==> config.mk <==
export PLATFORM = sky130hd
export DESIGN_NAME = mac_int_vec_fsm_flat
export DESIGN_NICKNAME = d
export VERILOG_FILES = /design/src/rtl/mac_int_vec_fsm_if.sv /design/src/rtl/mac_int_vec_fsm.sv /design/src/flat_wrapper.sv
export SDC_FILE = /design/constraint.sdc
export NUM_CORES = 1
export LEC_CHECK = 0
export ABC_AREA = 1
export CAP_MARGIN = 40
export CELL_PAD_IN_SITES_DETAIL_PLACEMENT = 1
export CELL_PAD_IN_SITES_GLOBAL_PLACEMENT = 1
export CORE_ASPECT_RATIO = 2
export CORE_MARGIN = 2
export CORE_UTILIZATION = 35
export DETAILED_ROUTE_END_ITERATION = 10
export PLACE_DENSITY_LB_ADDON = 0.2
export RECOVER_POWER = 25
export REMOVE_ABC_BUFFERS = 1
export SETUP_SLACK_MARGIN = 0.4
export SLEW_MARGIN = 20
export SYNTH_ARGS = -nofsm -noshare
export SYNTH_HDL_FRONTEND = slang
export SYNTH_SLANG_ARGS = --single-unit
==> constraint.sdc <==
create_clock -name clk -period 22.8 [get_ports clk]
set_clock_uncertainty 0.1 [all_clocks]
set_input_delay 6.84 -clock clk [delete_from_list [all_inputs] [get_ports clk]]
set_output_delay 6.84 -clock clk [all_outputs]
set_load 0.02 [all_outputs]
==> src/rtl/mac_int_vec_fsm_if.sv <==
// Operand/result handshake bundle of the vector MAC: operand pairs in, dot products out.
interface mac_int_vec_fsm_if #(
    parameter int DATA_W = 16,
    parameter int OUT_W  = 32
);
    logic              in_valid;
    logic              in_ready;
    logic [DATA_W-1:0] A;
    logic [DATA_W-1:0] B;
    logic              out_valid;
    logic              out_ready;
    logic [OUT_W-1:0]  y;
    logic              ovf;

    modport master (
        output in_valid, A, B, out_ready,
        input  in_ready, out_valid, y, ovf
    );

    modport slave (
        input  in_valid, A, B, out_ready,
        output in_ready, out_valid, y, ovf
    );
endinterface

==> src/rtl/mac_int_vec_fsm.sv <==
// Integer dot-product engine: accumulates cfg_len operand products and hands the
// saturated or truncated sum downstream on a valid/ready handshake.
module mac_int_vec_fsm #(
    parameter int DATA_W = 16,
    parameter int ACC_W  = 40,
    parameter int OUT_W  = 32,
    parameter int LEN_W  = 8
) (
    input  logic             clk,
    input  logic             reset,
    input  logic             clear,
    input  logic [LEN_W-1:0] cfg_len,
    input  logic             cfg_signed,
    input  logic             cfg_sat,
    mac_int_vec_fsm_if.slave bus
);

    typedef enum logic [1:0] {
        IDLE  = 2'd0,
        ACCUM = 2'd1,
        DRAIN = 2'd2,
        DONE  = 2'd3
    } state_t;

    localparam logic [LEN_W-1:0] LEN_ONE = LEN_W'(1);

    state_t           state_r;
    logic [ACC_W-1:0] acc_r;
    logic [ACC_W-1:0] prod_r;
    logic             p_vld_r;
    logic [LEN_W-1:0] cnt_r;
    logic [LEN_W-1:0] len_r;
    logic             sgn_r;
    logic             sat_r;
    logic [OUT_W-1:0] y_r;
    logic             ovf_r;
    logic             out_valid_r;

    logic [ACC_W-1:0] sum_s;
    logic [ACC_W-1:0] prod_s;
    logic [LEN_W-1:0] eff_len_s;
    logic [LEN_W-1:0] cnt_nxt_s;
    logic [OUT_W:0]   res_s;

    function automatic logic [ACC_W-1:0] ext_op(input logic [DATA_W-1:0] v, input logic sgn);
        ext_op = {{(ACC_W-DATA_W){sgn & v[DATA_W-1]}}, v};
    endfunction

    // Products are formed at accumulator width so signed values wrap correctly modulo 2^ACC_W.
    function automatic logic [ACC_W-1:0] mul_op(input logic [DATA_W-1:0] a,
                                                input logic [DATA_W-1:0] b,
                                                input logic sgn);
        mul_op = ext_op(a, sgn) * ext_op(b, sgn);
    endfunction

    // Returns {ovf, y}: ovf flags a sum that does not fit OUT_W in the selected mode.
    function automatic logic [OUT_W:0] fit_result(input logic [ACC_W-1:0] sum,
                                                  input logic sgn,
                                                  input logic sat);
        logic [ACC_W-1:0] hi_v;
        logic             fits_v;
        logic [OUT_W-1:0] clamp_v;
        if (sgn) begin
            hi_v    = ACC_W'($signed(sum) >>> (OUT_W - 1));
            fits_v  = (hi_v == {ACC_W{1'b0}}) || (hi_v == {ACC_W{1'b1}});
            clamp_v = sum[ACC_W-1] ? {1'b1, {(OUT_W-1){1'b0}}} : {1'b0, {(OUT_W-1){1'b1}}};
        end else begin
            hi_v    = sum >> OUT_W;
            fits_v  = (hi_v == {ACC_W{1'b0}});
            clamp_v = {OUT_W{1'b1}};
        end
        fit_result = {~fits_v, (sat && !fits_v) ? clamp_v : sum[OUT_W-1:0]};
    endfunction

    // Datapath helpers: next sum, incoming product and effective vector length.
    always_comb begin
        sum_s     = acc_r + prod_r;
        prod_s    = mul_op(bus.A, bus.B, (state_r == IDLE) ? cfg_signed : sgn_r);
        eff_len_s = (cfg_len == {LEN_W{1'b0}}) ? LEN_ONE : cfg_len;
        cnt_nxt_s = cnt_r + LEN_ONE;
        res_s     = fit_result(sum_s, sgn_r, sat_r);
    end

    assign bus.in_ready  = reset & ((state_r == IDLE) | (state_r == ACCUM));
    assign bus.out_valid = out_valid_r;
    assign bus.y         = y_r;
    assign bus.ovf       = ovf_r;

    // Control FSM with accumulator, product pipeline register and registered result.
    always_ff @(posedge clk) begin
        if (!reset) begin
            state_r     <= IDLE;
            acc_r       <= {ACC_W{1'b0}};
            prod_r      <= {ACC_W{1'b0}};
            p_vld_r     <= 1'b0;
            cnt_r       <= {LEN_W{1'b0}};
            len_r       <= LEN_ONE;
            sgn_r       <= 1'b0;
            sat_r       <= 1'b0;
            y_r         <= {OUT_W{1'b0}};
            ovf_r       <= 1'b0;
            out_valid_r <= 1'b0;
        end else if (clear) begin
            // Abort drops the partial sum but keeps the last delivered result visible.
            state_r     <= IDLE;
            acc_r       <= {ACC_W{1'b0}};
            p_vld_r     <= 1'b0;
            cnt_r       <= {LEN_W{1'b0}};
            out_valid_r <= 1'b0;
        end else begin
            case (state_r)
                IDLE: begin
                    if (bus.in_valid) begin
                        len_r   <= eff_len_s;
                        sgn_r   <= cfg_signed;
                        sat_r   <= cfg_sat;
                        acc_r   <= {ACC_W{1'b0}};
                        prod_r  <= prod_s;
                        p_vld_r <= 1'b1;
                        cnt_r   <= LEN_ONE;
                        state_r <= (eff_len_s == LEN_ONE) ? DRAIN : ACCUM;
                    end else begin
                        state_r <= IDLE;
                    end
                end
                ACCUM: begin
                    if (p_vld_r) begin
                        acc_r <= sum_s;
                    end else begin
                        acc_r <= acc_r;
                    end
                    if (bus.in_valid) begin
                        prod_r  <= prod_s;
                        p_vld_r <= 1'b1;
                        cnt_r   <= cnt_nxt_s;
                        state_r <= (cnt_nxt_s == len_r) ? DRAIN : ACCUM;
                    end else begin
                        p_vld_r <= 1'b0;
                    end
                end
                DRAIN: begin
                    {ovf_r, y_r} <= res_s;
                    acc_r        <= sum_s;
                    p_vld_r      <= 1'b0;
                    out_valid_r  <= 1'b1;
                    state_r      <= DONE;
                end
                DONE: begin
                    if (bus.out_ready) begin
                        out_valid_r <= 1'b0;
                        state_r     <= IDLE;
                    end else begin
                        state_r <= DONE;
                    end
                end
                default: begin
                    out_valid_r <= 1'b0;
                    state_r     <= IDLE;
                end
            endcase
        end
    end

endmodule

==> src/flat_wrapper.sv <==
// flat-port wrapper written by rule: the top's interface ports become plain ports
module mac_int_vec_fsm_flat 
#(
    parameter int DATA_W = 16,
    parameter int ACC_W  = 40,
    parameter int OUT_W  = 32,
    parameter int LEN_W  = 8
)
  (clk, reset, clear, cfg_len, cfg_signed, cfg_sat, bus_in_valid, bus_A, bus_B, bus_out_ready, bus_in_ready, bus_out_valid, bus_y, bus_ovf);
  mac_int_vec_fsm_if #(.DATA_W(DATA_W), .OUT_W(OUT_W)) bus_i ();
  input  logic clk;
  input  logic reset;
  input  logic clear;
  input  logic [LEN_W-1:0] cfg_len;
  input  logic cfg_signed;
  input  logic cfg_sat;
  input wire logic [$bits(bus_i.in_valid)-1:0] bus_in_valid;
  input wire logic [$bits(bus_i.A)-1:0] bus_A;
  input wire logic [$bits(bus_i.B)-1:0] bus_B;
  input wire logic [$bits(bus_i.out_ready)-1:0] bus_out_ready;
  output wire logic [$bits(bus_i.in_ready)-1:0] bus_in_ready;
  output wire logic [$bits(bus_i.out_valid)-1:0] bus_out_valid;
  output wire logic [$bits(bus_i.y)-1:0] bus_y;
  output wire logic [$bits(bus_i.ovf)-1:0] bus_ovf;
  assign bus_i.in_valid = bus_in_valid;
  assign bus_i.A = bus_A;
  assign bus_i.B = bus_B;
  assign bus_i.out_ready = bus_out_ready;
  assign bus_in_ready = bus_i.in_ready;
  assign bus_out_valid = bus_i.out_valid;
  assign bus_y = bus_i.y;
  assign bus_ovf = bus_i.ovf;
  mac_int_vec_fsm #(.DATA_W(DATA_W), .ACC_W(ACC_W), .OUT_W(OUT_W), .LEN_W(LEN_W)) u_core (.clk(clk), .reset(reset), .clear(clear), .cfg_len(cfg_len), .cfg_signed(cfg_signed), .cfg_sat(cfg_sat), .bus(bus_i));
endmodule
# Word level (Yosys, flattened, before mapping)
# Cells that the tools add are included.
# Widths: inputs -> output; s select.
# word_totals
in_bits	47
register_bits	135
# op_classes
n_reduce_logical	19
n_mux	23
eq_ne	10
mul	1
addsub	2
bitwise_logic	7
# op_table
operator	count
$pmux 40 s3	1
$mux 32	3
$logic_not 40->1	2
$mux 40	2
$add 40x40->40	1
$eq 40x40->1 const B	1
$mul 17x17->34	1
$mux 8	3
$pmux 8 s2	1
$reduce_and 3->1	4
$mux 2	5
$add 8x1->8 const B	1
$eq 8x1->1 const B	1
$eq 8x8->1	1
$logic_not 8->1	1
$pmux 2 s4	1
$ne 2x2->1 const B	3
$reduce_and 2->1	3
$mux 1	5
$eq 2x2->1 const B	2
$reduce_bool 2->1	2
$reduce_or 2->1	2
$and 1x1->1	3
$not 1->1	3
10 further kinds	10

# Depth between registers and ports, before layout
# depth
word_depth	7
ltp_mapped	31

# Worst setup path after synthesis
# Ideal clock, no wire load.
# synth_path
kind	input -> output
from	input port reset
to	output port bus_in_ready
path_slack_ns	8.399
stages	3
arrival_ns	7.461
required_time_ns	15.860
path_cell_list	inv_1 -> clkbuf_1 -> a21oi_1
# synth_between
elab_chain_cells	1
# synth_rtl
item	line_no	source
start: declaration	flat_wrapper.sv:12	input logic reset;
$and 1x1->1	mac_int_vec_fsm.sv:84	assign bus.in_ready = reset & ((state_r == IDLE) | (state_r == ACCUM));
end: declaration	flat_wrapper.sv:21	output wire logic [$bits(bus_i.in_ready)-1:0] bus_in_ready;
# Every way passes these cells.

# Worst setup path in the final report
# Same ends and word-level chain as after synthesis.

==> results.cfg <==
[run_status]
outcome = finished, violations left
violations = capacitance limit, slew limit

[clock_network]
htree_levels = 4
path_clk_slew_ns = 0.05
clk_latency_ns = 0.50
cts_sinks = 129
cts-resized-gates = 0
max-clock-path-buffers = 3
cts_buffers = 25
post_cts_buffers = 0
cts_root_buf = clkbuf_16
cts_hold_buf = 0
tritoncts = done

[synth]
synth_edf_count = 0
postSynthAreaPerCell_sq_um = 7.32
yosys_warnings = 0
syn-cell-area_sq_um = 19500
ys_ff_latch = 129
ys_types = 49
synthFlopType = dfxtp_1
synth_top_cell_area_share_pct = 30.6
synth_top_area_cell = fa_1
ys_top_cells_by_area = fa_1, dfxtp_1, nand2_1
synthArstFlopShare_pct = 0
seq_area_frac_synth_pct = 13.3
netlist_instances = 2659

[finish]
area_growth_pct = 12.4
layout_commonest_cell = nand2_1
drive_gt1_share_pct = 6.39
nNetsFinal = 3176
most-common-layout-cells = nand2_1, inv_1, fa_1, nor2_1, ha_1
diodes = 0
fillers = 6852

[sta]
fmax_ghz = 0.0584
hold_violations = 0
slew_headroom_pct = -51.3
tightest_slew_ns = 2.27
period_needed_ns = 17.12
rsz0062_at_grt = false
tns_ns = 0
report.final.setup_viol = 0
final_max_slew_viol_count = 57
finalCritPeriodShare_pct = 75.1

[drt]
drt-total-wl_um = 60800
drt_iter0_drc = 440
viasPerCell = 4.82
vias = 16600
first_pass_iters = 5
antenna_left = 0
wire_per_inst_um = 17.6
drc = 0

[worst_setup_path]
worst_ep_required_time_ns = 15.86
rr_endpoint = u_core.prod_r[38]
crit-reg2reg-launch = u_core.state_r[0]
reg2reg_slack_ns = 15.23
critPathKind = input port to output pin
critPathCaptureType = output pin
cp.arrival_ns = 10.18
start_kind = input port
r2r_cells = 23
worst-path-max-fanout = 56

[placement]
port_buffers = 81
globalplace.congestion = 0.910
post-dp-hpwl_um = 52700

[worst_hold_path]
holdPathEnd = u_core.acc_r[18]
holdCritStartpoint = u_core.acc_r[18]
hold_path_class = flop to flop
min_path_cells = 2

[pwr]
p_per_area_nw_per_um2 = 153
p_leak_nw = 11.8
p_total_mw = 3.35
irDropWorstVdd_mv = 0.114

[run]
max_cap_viol_count = 1

[floorplanning]
core_sq_um = 55100
initial_core_util_pct = 35.3
fp.dieArea_sq_um = 57600
die_w_um = 171
rows = 122
die_h_um = 337
ios = 82

[global_route]
antenna_found_initial = 0
first_global_vias = 19300
grt_first_pass_wirelength_um = 98300
grt_max_degree = 57
overflow = 0
grt_usage_pct = 22.1
## metrics by stage
stage / cell area [sq um] / setup WS (ns) / util (%) / instances / hold slack [ns]
after floorplan: 19000 / 8.40 / - / 2557 / 0.340
after global placement: 20900 / 6.89 / 38.0 / 3403 / 0.352
final: 21900 / 5.68 / 39.7 / 3451 / 0.368
after detailed placement: 21100 / 7.23 / 38.4 / 3415 / 0.362
after CTS: 21800 / 7.23 / 39.6 / 3447 / 0.369
after global routing: 21900 / 5.27 / 39.7 / 3451 / 0.380
## sequential cells by signal (all words and copies together), names as in the netlist
signal and count:
u_core.bus.out_valid 1, u_core.len_r 8, u_core.bus.ovf 1, u_core.sat_r 1
u_core.cnt_r 8, u_core.state_r 2, u_core.acc_r 40, u_core.prod_r 34
u_core.p_vld_r 1, u_core.sgn_r 1, u_core.bus.y 32
## cells in the mapped netlist, types with 2 or more instances
cell type    n
nand2_2     25
nor4_1       2
or2_1        2
xor2_1      40
buf_4        3
a211oi_1     6
nor2_4       2
nor2_2      16
ha_1       130
dfxtp_1    129
nand3b_1     7
buf_1        2
inv_2        8
inv_1      613
or2_2        5
and3_1       3
a21o_1       7
fa_1       297
xnor2_1     31
o31ai_1      2
a31oi_1     13
nand3_2     11
o21bai_1     5
o21ai_1      5
o221ai_1     2
o21ai_0     91
a221oi_1     2
a21oi_1    129
clkbuf_1    94
clkinv_1     2
nor2_1     169
buf_12       3
nand2_1    688
o211ai_1     7
nand3_1     45
nand4_1     10
nor3_1       8
a21oi_2     30
a21boi_0     2
o21a_1       4
## worst max-delay path by stage
stage                     slack [ns]   from            to  cells after the start
after detailed placement        7.23  reset  bus_in_ready                      5
after CTS                       7.23  reset  bus_in_ready                      5
after global placement          6.89  reset  bus_in_ready                      5
after floorplan                 8.40  reset  bus_in_ready                      2
final                           5.68  reset  bus_in_ready                      5
after global routing            5.27  reset  bus_in_ready                      5
## per-layer routing
layer / up-vias / part of all wire [%] / GRT usage [%]
met3: 150 / 1.7 / 1.48
met5: - / 0 / 0
li1: 7976 / - / -
met1: 8240 / 34 / 20.3
met2: 269 / 59 / 46.1
met4: 0 / 5.9 / 12.5
## worst max-delay path, cell delays in order
cell and delay (ns):
buf_2 0.07, clkbuf_1 1.58, inv_1 0.64, a21oi_1 0.34, clkdlybuf4s50_1 0.64
## final cells by class
| cell class | instances | area (sq um) | area share, % |
|---|---|---|---|
| clock buffers | 29 | 681 | 3.11 |
| clock inverters | 3 | 15.0 | 0.0687 |
| inverters | 624 | 2340 | 10.7 |
| multi-input cells | 1804 | 14100 | 64.5 |
| flip-flops and latches | 129 | 2580 | 11.8 |
| well taps | 744 | 931 | 4.26 |
| repair buffers | 118 | 1210 | 5.56 |
## report_power, final
part | switching [mW] | internal [mW] | leakage (nW)
Sequential | 0.0171 | 0.247 | 1.05
Clock | 0.107 | 0.207 | 0.349
Combinational | 1.73 | 1.04 | 10.4
Total | 1.86 | 1.50 | 11.8
## logic make-up (layout without fill, tap and decap cells)
group           after synthesis  after routing  synth area share (%)
buf+inv                     726            774                  14.3
xor+xnor                     71             71                  3.20
simple gates                998            998                  21.2
fa+ha+maj                   427            427                  38.9
flops                       129            129                  13.3
compound gates              308            308                  9.13
No activity file was read; power rests on OpenSTA's default activity.
